### config.mk
export PLATFORM = sky130hd
export DESIGN_NAME = hazard_ctrl
export DESIGN_NICKNAME = d
export VERILOG_FILES = /design/src/rtl/hazard_ctrl.sv
export SDC_FILE = /design/constraint.sdc
export NUM_CORES = 1
export LEC_CHECK = 0
export BUFFER_PORTS_ARGS = -buffer_cell sky130_fd_sc_hd__clkbuf_2
export CORE_MARGIN = 2
export CORE_UTILIZATION = 49
export DETAILED_ROUTE_END_ITERATION = 16
export PLACE_DENSITY = 0.75
export SYNTH_ARGS = -nofsm -noshare
export SYNTH_HDL_FRONTEND = slang
export SYNTH_SLANG_ARGS = --single-unit
### constraint.sdc
create_clock -name clk -period 2.12 [get_ports clk]
set_input_delay 0.106 -clock clk [delete_from_list [all_inputs] [get_ports clk]]
set_output_delay 0.106 -clock clk [all_outputs]
set_load 0.005 [all_outputs]
### src/rtl/hazard_ctrl.sv
// ID/EX hazard sequencer for the RV32I pipeline: load-use stall, redirect flush, and forwarding selects.
// Zero-latency outputs from the EX/MEM shadows. Define HAZARD_PERF_EN to add saturating stall/flush counters.
module hazard_ctrl #(
  parameter int REG_ADDR_W   = 5,
  parameter int FLUSH_CYCLES = 1
`ifdef HAZARD_PERF_EN
  ,
  parameter int CNT_W        = 32
`endif
) (
  input  logic                  clk,
  input  logic                  rst,
  input  logic                  id_valid,
  input  logic [REG_ADDR_W-1:0] id_rs1_addr,
  input  logic                  id_rs1_used,
  input  logic [REG_ADDR_W-1:0] id_rs2_addr,
  input  logic                  id_rs2_used,
  input  logic [REG_ADDR_W-1:0] id_rd_addr,
  input  logic                  id_wb_en,
  input  logic                  id_is_load,
  input  logic                  ex_redirect,
  output logic                  stall_if_id,
  output logic                  flush_if_id,
  output logic                  bubble_id_ex,
  output logic                  rs1_alu_loopback,
  output logic                  rs2_alu_loopback,
  output logic                  rs1_mem_loopback,
  output logic                  rs2_mem_loopback
`ifdef HAZARD_PERF_EN
  ,
  output logic [CNT_W-1:0]      stall_cnt,
  output logic [CNT_W-1:0]      flush_cnt
`endif
);

  typedef struct packed {
    logic                  valid;
    logic [REG_ADDR_W-1:0] rd;
    logic                  wb_en;
    logic                  is_load;
  } shadow_t;

  typedef enum logic {RUN, FLUSH} state_t;

  localparam logic [3:0] CNT_INIT = (FLUSH_CYCLES > 1) ? 4'(FLUSH_CYCLES - 2) : 4'd0;

  shadow_t    ex_q, mem_q;
  state_t     state;
  logic [3:0] cnt;

  function automatic logic hit(shadow_t s, logic [REG_ADDR_W-1:0] addr, logic used, logic vld);
    return s.valid & s.wb_en & (s.rd != '0) & used & (s.rd == addr) & vld;
  endfunction

  logic in_flush, idv;
  logic ex_hit1, ex_hit2, mem_hit1, mem_hit2, load_use;

  assign in_flush = (state == FLUSH);
  assign idv      = id_valid & ~in_flush;
  assign ex_hit1  = hit(ex_q,  id_rs1_addr, id_rs1_used, idv);
  assign ex_hit2  = hit(ex_q,  id_rs2_addr, id_rs2_used, idv);
  assign mem_hit1 = hit(mem_q, id_rs1_addr, id_rs1_used, idv);
  assign mem_hit2 = hit(mem_q, id_rs2_addr, id_rs2_used, idv);
  assign load_use = (ex_hit1 | ex_hit2) & ex_q.is_load;

  always_comb begin
    stall_if_id      = 1'b0;
    flush_if_id      = 1'b0;
    bubble_id_ex     = 1'b0;
    rs1_alu_loopback = 1'b0;
    rs2_alu_loopback = 1'b0;
    rs1_mem_loopback = 1'b0;
    rs2_mem_loopback = 1'b0;
    if (rst || ex_redirect || in_flush) begin
      flush_if_id  = 1'b1;
      bubble_id_ex = 1'b1;
    end else if (load_use) begin
      stall_if_id  = 1'b1;
      bubble_id_ex = 1'b1;
    end else begin
      // An EX hit here is never a load, so it always wins over an older MEM value.
      rs1_alu_loopback = ex_hit1;
      rs2_alu_loopback = ex_hit2;
      rs1_mem_loopback = mem_hit1 & ~ex_hit1;
      rs2_mem_loopback = mem_hit2 & ~ex_hit2;
    end
  end

  always_ff @(posedge clk) begin
    if (rst) begin
      ex_q  <= '0;
      mem_q <= '0;
      state <= RUN;
      cnt   <= 4'd0;
    end else begin
      mem_q <= ex_q;
      if (bubble_id_ex) ex_q <= '0;
      else              ex_q <= '{valid: id_valid, rd: id_rd_addr, wb_en: id_wb_en, is_load: id_is_load};
      if (ex_redirect) begin
        state <= (FLUSH_CYCLES > 1) ? FLUSH : RUN;
        cnt   <= CNT_INIT;
      end else if (in_flush) begin
        if (cnt == 4'd0) state <= RUN;
        else             cnt   <= cnt - 4'd1;
      end
    end
  end

`ifdef HAZARD_PERF_EN
  always_ff @(posedge clk) begin
    if (rst) begin
      stall_cnt <= '0;
      flush_cnt <= '0;
    end else begin
      if (stall_if_id && stall_cnt != '1) stall_cnt <= stall_cnt + 1'b1;
      if (flush_if_id && flush_cnt != '1) flush_cnt <= flush_cnt + 1'b1;
    end
  end
`endif

endmodule

==> impl_results.md, run 1 <==
- Clock latency on the worst-skew pair: roughly 0.30 ns
- Crit-path max FO: 4
- Starting Density: 51.5%
- Tmin final: 2.08 ns
- Pre-Repair DR Iteration Count: 4
- Die Span X: 49.4 um
- Final Hold Viols: 0
- Hpwl dp: between 1500 and 2000 um
- Largest stage delay, worst path: 0.55 ns
- Post-route ant nets: 0
- Final Cell Area: 1300 um2
- Cells after Synth: 113
- Seq/Total Area, Yosys: 39.7%
- Synthesized cell area: around 1000 um2
- Cell Rows: 16
- Worst-Margin Slew: 0.600 ns
- Max-slew headroom: about 60%
- Vias in the first global route: approximately 900
- Critical path buffer and inverter count: 1
- Final period utilization: 98.3%
- Finished Layout Cells: about 180
- Final setup margin: 0.0355 ns
- Yosys warnings: 0
- Final setup fails: 0
- Run status: finished, final reports clean
- Average footprint of a synthesized cell: about 8.9 um2
- Post-synthesis cell type count: 31
- Initial antenna violation count: 0
- Wire length of the first global-routing pass: around 3700 um
- GPL Wtd Cong: 0.883
- Grt ovf: 0
- Hold Crit Class: in -> reg
- # port buffers: 29
- Nets@finish: 176
- Pwr Density: roughly 550 nW/um2
- H-tree Lvls: 1
- Final Util: 66.5%
- Skew final: 0.00309 ns
- Pwr Total: between 700 and 800 uW
- Inserted Clock Buffers: 3
- Crit path kind: reg -> out
- Primary FF master, synth: dfxtp_1
- Synth Area in XOR/XNOR: 20.0%
- Clock tree buffer depth: 2
- Layout cells sized above 1: 27.2%
- Drt wl/cell: about 12 um
- WHS: 0.0291 ns
- Die ar.: about 2400 um2
- Max-slew violations: 0
- Placed Area: 1180 um2
- Crit path DAT: 1.98 ns
- Via count: 904
- CP top delay family: simple AND/OR/NAND/NOR gates
- IO Pins: 30
- Via density: around 5.1
- RSZ-0062 raised after global routing: yes
- Largest family of logic cells by synthesized area: simple AND/OR/NAND/NOR gates
- DRC Markers: 0
- Syn Nets: 137
- Placed Cells: ~170
- Required time worst endpoint: approximately 2 ns
- Cell Chain, Critical Path: or4_4 > o211ai_2 > nor3_1 > a2111oi_1 > buf_2
- Total global-route track usage: 20.1%
- Largest net degree at the start of global routing: 12
- Compound-gate portion of the synthesized area: 11.5%
- Antenna diodes: 0
- Slowest CP cell: or4_4
- Synthesis-to-finish area growth: 29.1%
- Maximum vdd drop: roughly 400 uV
- Pre-CTS WS: 0.282 ns
- Max_cap viols: 0
- Root Buffer: clkbuf_4
- Post-synthesis mux area share: 0%
- Initial DRC Count: 29
- Clk slew on worst S/H paths: 0.11 ns
- Chip Height: roughly 49 um
- Core footprint: 1960 um2
- Post-synthesis simple-gate area fraction: 25.2%
- Yosys reg bits: 20
- Crit. End Element: output port
- CP Launch Type: flop
- Asr flop ratio synth: 0%
- Fmax: 480 MHz
- Final setup TNS: 0 ns
- Leak: around 0.54 nW
- CTS tree: yes
- Drt total wl: 2110 um
- Post-synth EDFFs: 0
- Clock Sinks: 20
- Adder-Cell Fraction of Synth Area: 1.24%
flip-flops by register name (all words and copies together), names as in the netlist:
register / flops
ex_q: 8
mem_q: 7
cnt: 4
in_flush: 1
cell usage after synthesis, types with 2 or more instances:
library cell   n  share of area, %
inv_1          3               1.1
nor2b_1        8               5.0
a2111oi_0      2               1.7
nand3_1        4               2.0
buf_2          2              0.99
a21oi_1        8               4.0
dfxtp_1       20                40
xor2_1        10               8.7
nor4_1         2               1.2
nand4_1        2               1.2
nand2_1       11               4.1
nor3b_1        2               1.5
nor2_1         5               1.9
xnor2_1       13                11
nor3_1         4               2.0
and3b_1        2               1.7
worst paths after layout:
check	startpoint	endpoint	slack, ns	depth (start not counted)
worst max-delay path	ex_q[3]$_SDFF_PP0_	rs1_mem_loopback	0.04	5
worst min-delay path	id_valid	ex_q[7]$_SDFF_PP0_	0.03	3
worst max register to register	ex_q[3]$_SDFF_PP0_	ex_q[3]$_SDFF_PP0_	0.44	4
worst min register to register	ex_q[7]$_SDFF_PP0_	mem_q[7]$_SDFF_PP0_	0.50	1
worst reg2reg max path, stage by stage (launching register included):
cell and delay, ns:
dfxtp_2 0.35, or4_4 0.55, o211a_1 0.23, and2_0 0.28, a21oi_1 0.20
repair_timing:
item                       in CTS  in global routing
pin swaps                       2                  1
resized for setup               4                  4
hold buffers                    7                  0
hold endpoints to repair        7                  0
gates cloned                    0                  0
buffers inserted                0                  0
setup endpoints to repair       2                  2
per-layer routing:
layer,GRT usage [%],part of all wire [%],routed length (um)
met1,24.7,48,1000
met2,33.3,48,1000
met3,3.99,4.0,84
met4,9.72,0.90,19
met5,0,0,0
cells by family after synthesis:
logic type      after synthesis
flops                        20
simple gates                 46
buf+inv                       6
xor+xnor                     23
compound gates               17
fa+ha+maj                     1
final cells by class:
class | count | area [um2]
Multi-Input combinational cell | 87 | 597
Clock buffer | 4 | 36.3
Timing Repair Buffer | 37 | 223
Inverter | 3 | 11.3
Sequential cell | 20 | 403
Fill cell | 172 | 658
Tap cell | 27 | 33.8
layout by cell type, fill, tap and decap left out, drive strengths merged:
cell type    count
or4              2
xor2            10
and3b            2
or3b             1
or2              1
inv              3
nand4            2
dfxtp           20
ha               1
a2111oi          2
o22ai            1
nand3            4
o211ai           1
nor2b            8
o211a            1
nor4             2
dlygate4sd3      7
buf              3
and2             2
o21ai            1
nor3             4
nor3b            2
nand2           11
a21oi            8
nor2             5
a211oi           1
xnor2           13
o2111ai          1
o22a             1
clkbuf          31
power by group:
group	total [mW]	internal, mW	switching (mW)	leakage [nW]
registers	0.397	0.386	0.0111	0.164
logic	0.0982	0.0549	0.0432	0.357
clock network	0.217	0.105	0.113	0.0210
Power figures use the tool's default switching activity.
==> inputs of run 2 (changes only) <==
--- a/config.mk
+++ b/config.mk
@@ -5,7 +5,7 @@
 export SDC_FILE = /design/constraint.sdc
 export NUM_CORES = 1
 export LEC_CHECK = 0
-export BUFFER_PORTS_ARGS = -buffer_cell sky130_fd_sc_hd__clkbuf_2
+export BUFFER_PORTS_ARGS = -buffer_cell sky130_fd_sc_hd__buf_4
 export CORE_MARGIN = 2
 export CORE_UTILIZATION = 49
 export DETAILED_ROUTE_END_ITERATION = 16
==> run 2 against run 1 <==
The flow now finishes with violations (negative setup slack); design area rose by 2.2%; sequential power barely moved; fmax fell by 2.1%; total power rose by 13%; combinational power rose by 6%; highest routed layer unchanged.
==> impl_results.md, run 2 (synthesis results as in run 1) <==
- Antenna diodes: 0 (unchanged)
- Post-CTS Setup Inserts: 0 (unchanged)
- Critical path buffer and inverter count: 1 (unchanged)
- Failing checks: negative setup slack
- Cell Rows: 16 (unchanged)
- Pre-CTS WS: 0.281 ns (was 0.282 ns)
- Multi-input gate area: 606 um2 (was 597 um2)
- CTS tree: yes (unchanged)
- Pwr Total: 806 uW (was 712 uW)
- CP Launch Type: flop (unchanged)
- Crit. End Element: output port (unchanged)
- CP top delay family: simple AND/OR/NAND/NOR gates (unchanged)
- Worst hold stages: 3 (unchanged)
- Max_cap viols: 0 (unchanged)
- Grt ovf: 0 (unchanged)
- Slowest CP cell: or4_4 (unchanged)
- Hpwl dp: 1860 um (was 1670 um)
- Final Hold Viols: 0 (unchanged)
- Max-slew headroom: 58.7% (was 60.0%)
- Tmin final: 2.13 ns (was 2.08 ns)
- Starting Density: 51.5% (unchanged)
- Run status: finished, violations left (was finished, final reports clean)
- RSZ-0062 raised after global routing: yes (unchanged)
- Pre-Repair DR Iteration Count: 4 (unchanged)
- Leak: 0.533 nW (was 0.542 nW)
- # port buffers: 29 (unchanged)
- Worst-Margin Slew: 0.619 ns (was 0.600 ns)
- Die ar.: 2440 um2 (unchanged)
- Hold buffers post-CTS: 0 (was 7)
- Pwr Density: 605 nW/um2 (was 546 nW/um2)
- Clock Sinks: 20 (unchanged)
- H-tree Lvls: 1 (unchanged)
- Drt wl/cell: 13.6 um (was 11.9 um)
- Via count: 910 (was 904)
- Inserted Clock Buffers: 3 (unchanged)
- Initial DRC Count: 9 (was 29)
- Reg2reg end: ex_q[4]$_SDFF_PP0_ (was ex_q[3]$_SDFF_PP0_)
- Nets@finish: 169 (was 176)
- Chip Height: 49.4 um (unchanged)
- Final period utilization: 100% (was 98.3%)
- RR Startpoint: ex_q[3]$_SDFF_PP0_ (unchanged)
- Via density: 5.32 (was 5.08)
- Post-route ant nets: 0 (unchanged)
- Worst Setup SP: ex_q[3]$_SDFF_PP0_ (unchanged)
- Final setup margin: -0.00869 ns (was 0.0355 ns)
- Maximum vdd drop: 489 uV (was 411 uV)
- Layout cells sized above 1: 29.2% (was 27.2%)
- Fmax: 470 MHz (was 480 MHz)
- Largest stage delay, worst path: 0.56 ns (was 0.55 ns)
- Core footprint: 1960 um2 (unchanged)
- Wire length of the first global-routing pass: 3910 um (was 3730 um)
- Vias in the first global route: 868 (was 892)
- Commonest non-fill, non-tap cell in the layout: buf_4 (was clkbuf_2)
- DRC Markers: 0 (unchanged)
- Clock tree buffer depth: 2 (unchanged)
- Final setup TNS: -0.00918 ns (was 0 ns)
- Worst R2R Path Depth: 4 (unchanged)
- GPL Wtd Cong: 0.877 (was 0.883)
- Die Span X: 49.4 um (unchanged)
- Reg-to-reg slack, setup: 0.41 ns (was 0.44 ns)
- Required time worst endpoint: 2.01 ns (about the same)
- Root Buffer: clkbuf_4 (unchanged)
- Final setup fails: 2 (was 0)
- Crit-path max FO: 4 (unchanged)
- Initial antenna violation count: 0 (unchanged)
- Crit path kind: reg -> out (unchanged)
- Crit path DAT: 2.02 ns (was 1.98 ns)
- Synthesis-to-finish area growth: 32.0% (was 29.1%)
- Placed Area: 1250 um2 (was 1180 um2)
- Largest net degree at the start of global routing: 13 (was 12)
- Total global-route track usage: 20.6% (was 20.1%)
- Skew final: 0.00237 ns (was 0.00309 ns)
- IO Pins: 30 (unchanged)
- Largest regs: ex_q (8), mem_q (7), cnt (4) (unchanged)
- Critical Path End: rs1_mem_loopback (unchanged)
- Clk slew on worst S/H paths: 0.11 ns (about the same)
- Reg with most FFs: ex_q (unchanged)
- Max-slew violations: 0 (unchanged)
- CP Depth: 5 (unchanged)
- FF+latch area: 404 um2 (was 403 um2)
- Most frequent cells in the layout: buf_4 (30), dfxtp_1 (17), xnor2_1 (13) (was clkbuf_2 (27), dfxtp_1 (18), xnor2_1 (13))
- Final Cell Area: 1330 um2 (was 1300 um2)
- Cell Chain, Critical Path: or4_4 > o211ai_4 > nor3_2 > a2111oi_2 > buf_4 (was or4_4 > o211ai_2 > nor3_1 > a2111oi_1 > buf_2)
- Max reg flops: 8 (unchanged)
- Clock latency on the worst-skew pair: 0.29 ns (was 0.30 ns)
- Fill count: 163 (was 172)
- Drt total wl: 2320 um (was 2110 um)
- Hold Crit Class: in -> reg (unchanged)
[run 2: final cells by class]
class,count,share of cell area [%]
multi-input combinational,87,45.4
clock buffer,3,1.69
sequential,20,30.3
inverter,3,0.845
timing repair buffer,30,16.9
clock inverter,1,2.25
tap,27,2.54
[run 2: worst min-delay path by stage]
stage / startpoint / endpoint / slack [ns]
floorplan: rst / mem_q[1]$_SDFF_PP0_ / 0.18
global placement: id_rd_addr[0] / ex_q[2]$_SDFF_PP0_ / 0.34
global route: id_rd_addr[1] / ex_q[3]$_SDFF_PP0_ / 0.0009
finish: id_rd_addr[0] / ex_q[2]$_SDFF_PP0_ / 0.02
detailed placement: id_rd_addr[0] / ex_q[2]$_SDFF_PP0_ / 0.34
CTS: id_rd_addr[1] / ex_q[3]$_SDFF_PP0_ / 0.01
[run 2: repair_timing]
item | CTS | global route
pin swaps | 2 | 1
resized for setup | 3 | 5
setup endpoints to repair | 2 | 3
cloned | 0 | 0
[run 2: power breakdown]
part	internal [mW]	switching, mW	leakage [nW]
sequential	0.386	0.0126	0.164
combinational	0.0594	0.0447	0.341
clock	0.191	0.112	0.0279
[run 2: worst reg2reg max path, delay by kind of cell (launching register included)]
family,cells,cell delay (ns)
DFF,1,0.36
AOI/OAI and AO/OA,2,0.45
and+or+nand+nor,2,0.83
[run 2: routing by layer]
metal	vias to the layer above	global-route usage, %	part of all wire, %
li1	456	-	-
met1	418	26.6	45
met2	34	34.9	48
met3	2	3.99	6.1
met4	0	5.56	0.65
met5	-	0	0
[run 2: through the flow]
stage,utilization [%],std cells,hold slack [ns]
final,67.9,171,0.0170
after global routing,67.9,171,0.000868
after CTS,66.8,171,0.00973
after detailed placement,64.0,167,0.341
after global placement,64.0,167,0.337
after floorplan,-,113,0.178
==> inputs of run 3 (changes only) <==
--- a/config.mk
+++ b/config.mk
@@ -10,6 +10,7 @@
 export CORE_UTILIZATION = 49
 export DETAILED_ROUTE_END_ITERATION = 16
 export PLACE_DENSITY = 0.75
+export SETUP_SLACK_MARGIN = 0.05
 export SYNTH_ARGS = -nofsm -noshare
 export SYNTH_HDL_FRONTEND = slang
 export SYNTH_SLANG_ARGS = --single-unit
==> run 3 against run 2 <==
The run now ends clean; critical path depth unchanged; first-iteration DRC count unchanged; critical endpoint is now rs2_mem_loopback; global-route usage up 0.26 points; largest cell class unchanged; clock skew down 0.0010 ns; clock power about the same; utilization up 0.89 points; sequential power about the same.
==> impl_results.md, run 3 (synthesis results as in run 1) <==
- Drt total wl: 2330 um (was 2320 um)
- Hold path startpoint: id_rd_addr[0] (unchanged)
- Clock tree buffer depth: 2 (unchanged)
- GPL Wtd Cong: 0.877 (unchanged)
- Most frequent cells in the layout: buf_4 (32), dfxtp_1 (17), xnor2_1 (13) (was buf_4 (30), dfxtp_1 (17), xnor2_1 (13))
- Commonest non-fill, non-tap cell in the layout: buf_4 (unchanged)
- Run status: finished, final reports clean (was finished, violations left)
- Reg with most FFs: ex_q (unchanged)
- Crit. End Element: output port (unchanged)
- Tmin final: 2.10 ns (was 2.13 ns)
- Worst-Margin Slew: 0.617 ns (was 0.619 ns)
- CP top delay family: simple AND/OR/NAND/NOR gates (unchanged)
- Via count: 910 (unchanged)
- Largest net degree at the start of global routing: 13 (unchanged)
- Core footprint: 1960 um2 (unchanged)
- Initial DRC Count: 9 (unchanged)
- Required time worst endpoint: 2.01 ns (about the same)
- Crit path kind: reg -> out (unchanged)
- Maximum vdd drop: 489 uV (about the same)
- Starting Density: 51.5% (unchanged)
- Clock latency on the worst-skew pair: 0.29 ns (about the same)
- Final Cell Area: 1350 um2 (was 1330 um2)
- # port buffers: 29 (unchanged)
- Chip Height: 49.4 um (unchanged)
- Hold buffers post-CTS: 0 (unchanged)
- Drt wl/cell: 13.5 um (was 13.6 um)
- RSZ-0062 raised after global routing: yes (unchanged)
- DRC Markers: 0 (unchanged)
- Via density: 5.26 (was 5.32)
- Max-slew headroom: 58.9% (was 58.7%)
- Final setup fails: 0 (was 2)
- Crit-path max FO: 3 (was 4)
- Die Span X: 49.4 um (unchanged)
- Worst Setup SP: ex_q[3]$_SDFF_PP0_ (unchanged)
- Max-slew violations: 0 (unchanged)
- Reg-to-reg slack, setup: 0.44 ns (was 0.41 ns)
- Final Util: 68.8% (was 67.9%)
- Clock Sinks: 20 (unchanged)
- Skew final: 0.00135 ns (was 0.00237 ns)
- Final Hold Viols: 0 (unchanged)
- Total global-route track usage: 20.8% (was 20.6%)
- Fmax: 477 MHz (was 470 MHz)
- Hpwl dp: 1860 um (unchanged)
- Placed Area: 1250 um2 (unchanged)
- Hold Crit Class: in -> reg (unchanged)
- H-tree Lvls: 1 (unchanged)
- Largest regs: ex_q (8), mem_q (7), cnt (4) (unchanged)
- Nets@finish: 171 (was 169)
- Max reg flops: 8 (unchanged)
- Largest stage delay, worst path: 0.56 ns (about the same)
- Root Buffer: clkbuf_4 (unchanged)
- Max_cap viols: 0 (unchanged)
- Vias in the first global route: 886 (was 868)
- Grt ovf: 0 (unchanged)
- Cell Chain, Critical Path: or4_4 > o211ai_4 > nor3_1 > a2111oi_1 > buf_4 (was or4_4 > o211ai_4 > nor3_2 > a2111oi_2 > buf_4)
- Slowest CP cell: or4_4 (unchanged)
- Wire length of the first global-routing pass: 3960 um (was 3910 um)
- Pwr Density: 598 nW/um2 (was 605 nW/um2)
- RR Startpoint: ex_q[3]$_SDFF_PP0_ (unchanged)
- Synthesis-to-finish area growth: 33.7% (was 32.0%)
- Post-route ant nets: 0 (unchanged)
- Leak: 0.544 nW (was 0.533 nW)
- Crit path DAT: 1.99 ns (was 2.02 ns)
- Die ar.: 2440 um2 (unchanged)
- IO Pins: 30 (unchanged)
- Layout cells sized above 1: 30.1% (was 29.2%)
- CP Launch Type: flop (unchanged)
- Critical path buffer and inverter count: 1 (unchanged)
- Cell Rows: 16 (unchanged)
- Initial antenna violation count: 0 (unchanged)
- Clk slew on worst S/H paths: 0.11 ns (about the same)
- Inserted Clock Buffers: 3 (unchanged)
- Antenna diodes: 0 (unchanged)
- Final period utilization: 98.9% (was 100%)
- CTS tree: yes (unchanged)
- Pre-Repair DR Iteration Count: 4 (unchanged)
run 3: changes by cell type in the layout (fill, tap and decap cells not counted):
cell     delta
dfxtp_2     -1
buf_4       +2
dfxtp_4     +1
run 3: area by class of cell:
cell class / instances / area [um2]
Sequential cell: 20 / 407
Clock buffer: 3 / 22.5
Multi-Input combinational cell: 87 / 606
Tap cell: 27 / 33.8
Clock inverter: 1 / 30.0
Inverter: 3 / 11.3
Fill cell: 162 / 612
Timing Repair Buffer: 32 / 240
run 3: repair_timing:
item | in CTS | in global routing
resized for setup | 5 | 4
buffers inserted | 2 | 0
pin swaps | 2 | 1
endpoints found under the setup margin | 2 | 4
run 3: report_power, final:
part | switching [mW] | internal [mW]
clock network | 0.113 | 0.191
logic | 0.0460 | 0.0612
registers | 0.0113 | 0.385
run 3: layer usage:
layer / routed length (um) / share of wire [%] / global-route usage, %
met1: 1030 / 44 / 26.4
met2: 1150 / 49 / 36.0
met3: 132 / 5.7 / 3.99
met4: 15 / 0.64 / 5.56
met5: 0 / 0 / 0
run 3: worst min-delay path, cell delays in order:
cell and delay (ns):
buf_4 0.11, nand2_1 0.04, a21oi_1 0.03
run 3: final timing paths:
path	endpoint	cells after the start
min reg2reg	cnt[3]$_SDFFE_PP0P_	2
max	rs2_mem_loopback	5
min	ex_q[2]$_SDFF_PP0_	3
max reg2reg	ex_q[4]$_SDFF_PP0_	4
run 3: stage by stage:
stage | total power, mW | hold slack [ns] | worst slack [ns] | cells | TNS [ns]
6_report | 0.808 | 0.0169 | 0.0232 | 173 | 0
5_1_grt | 0.844 | 0.000946 | -0.0913 | 173 | -0.246
4_1_cts | 0.812 | 0.00980 | 0.0423 | 173 | 0
3_5_place_dp | 0.507 | 0.341 | 0.281 | 167 | 0
3_3_place_gp | 0.504 | 0.337 | 0.335 | 167 | 0
2_1_floorplan | 0.452 | 0.178 | 0.446 | 113 | 0
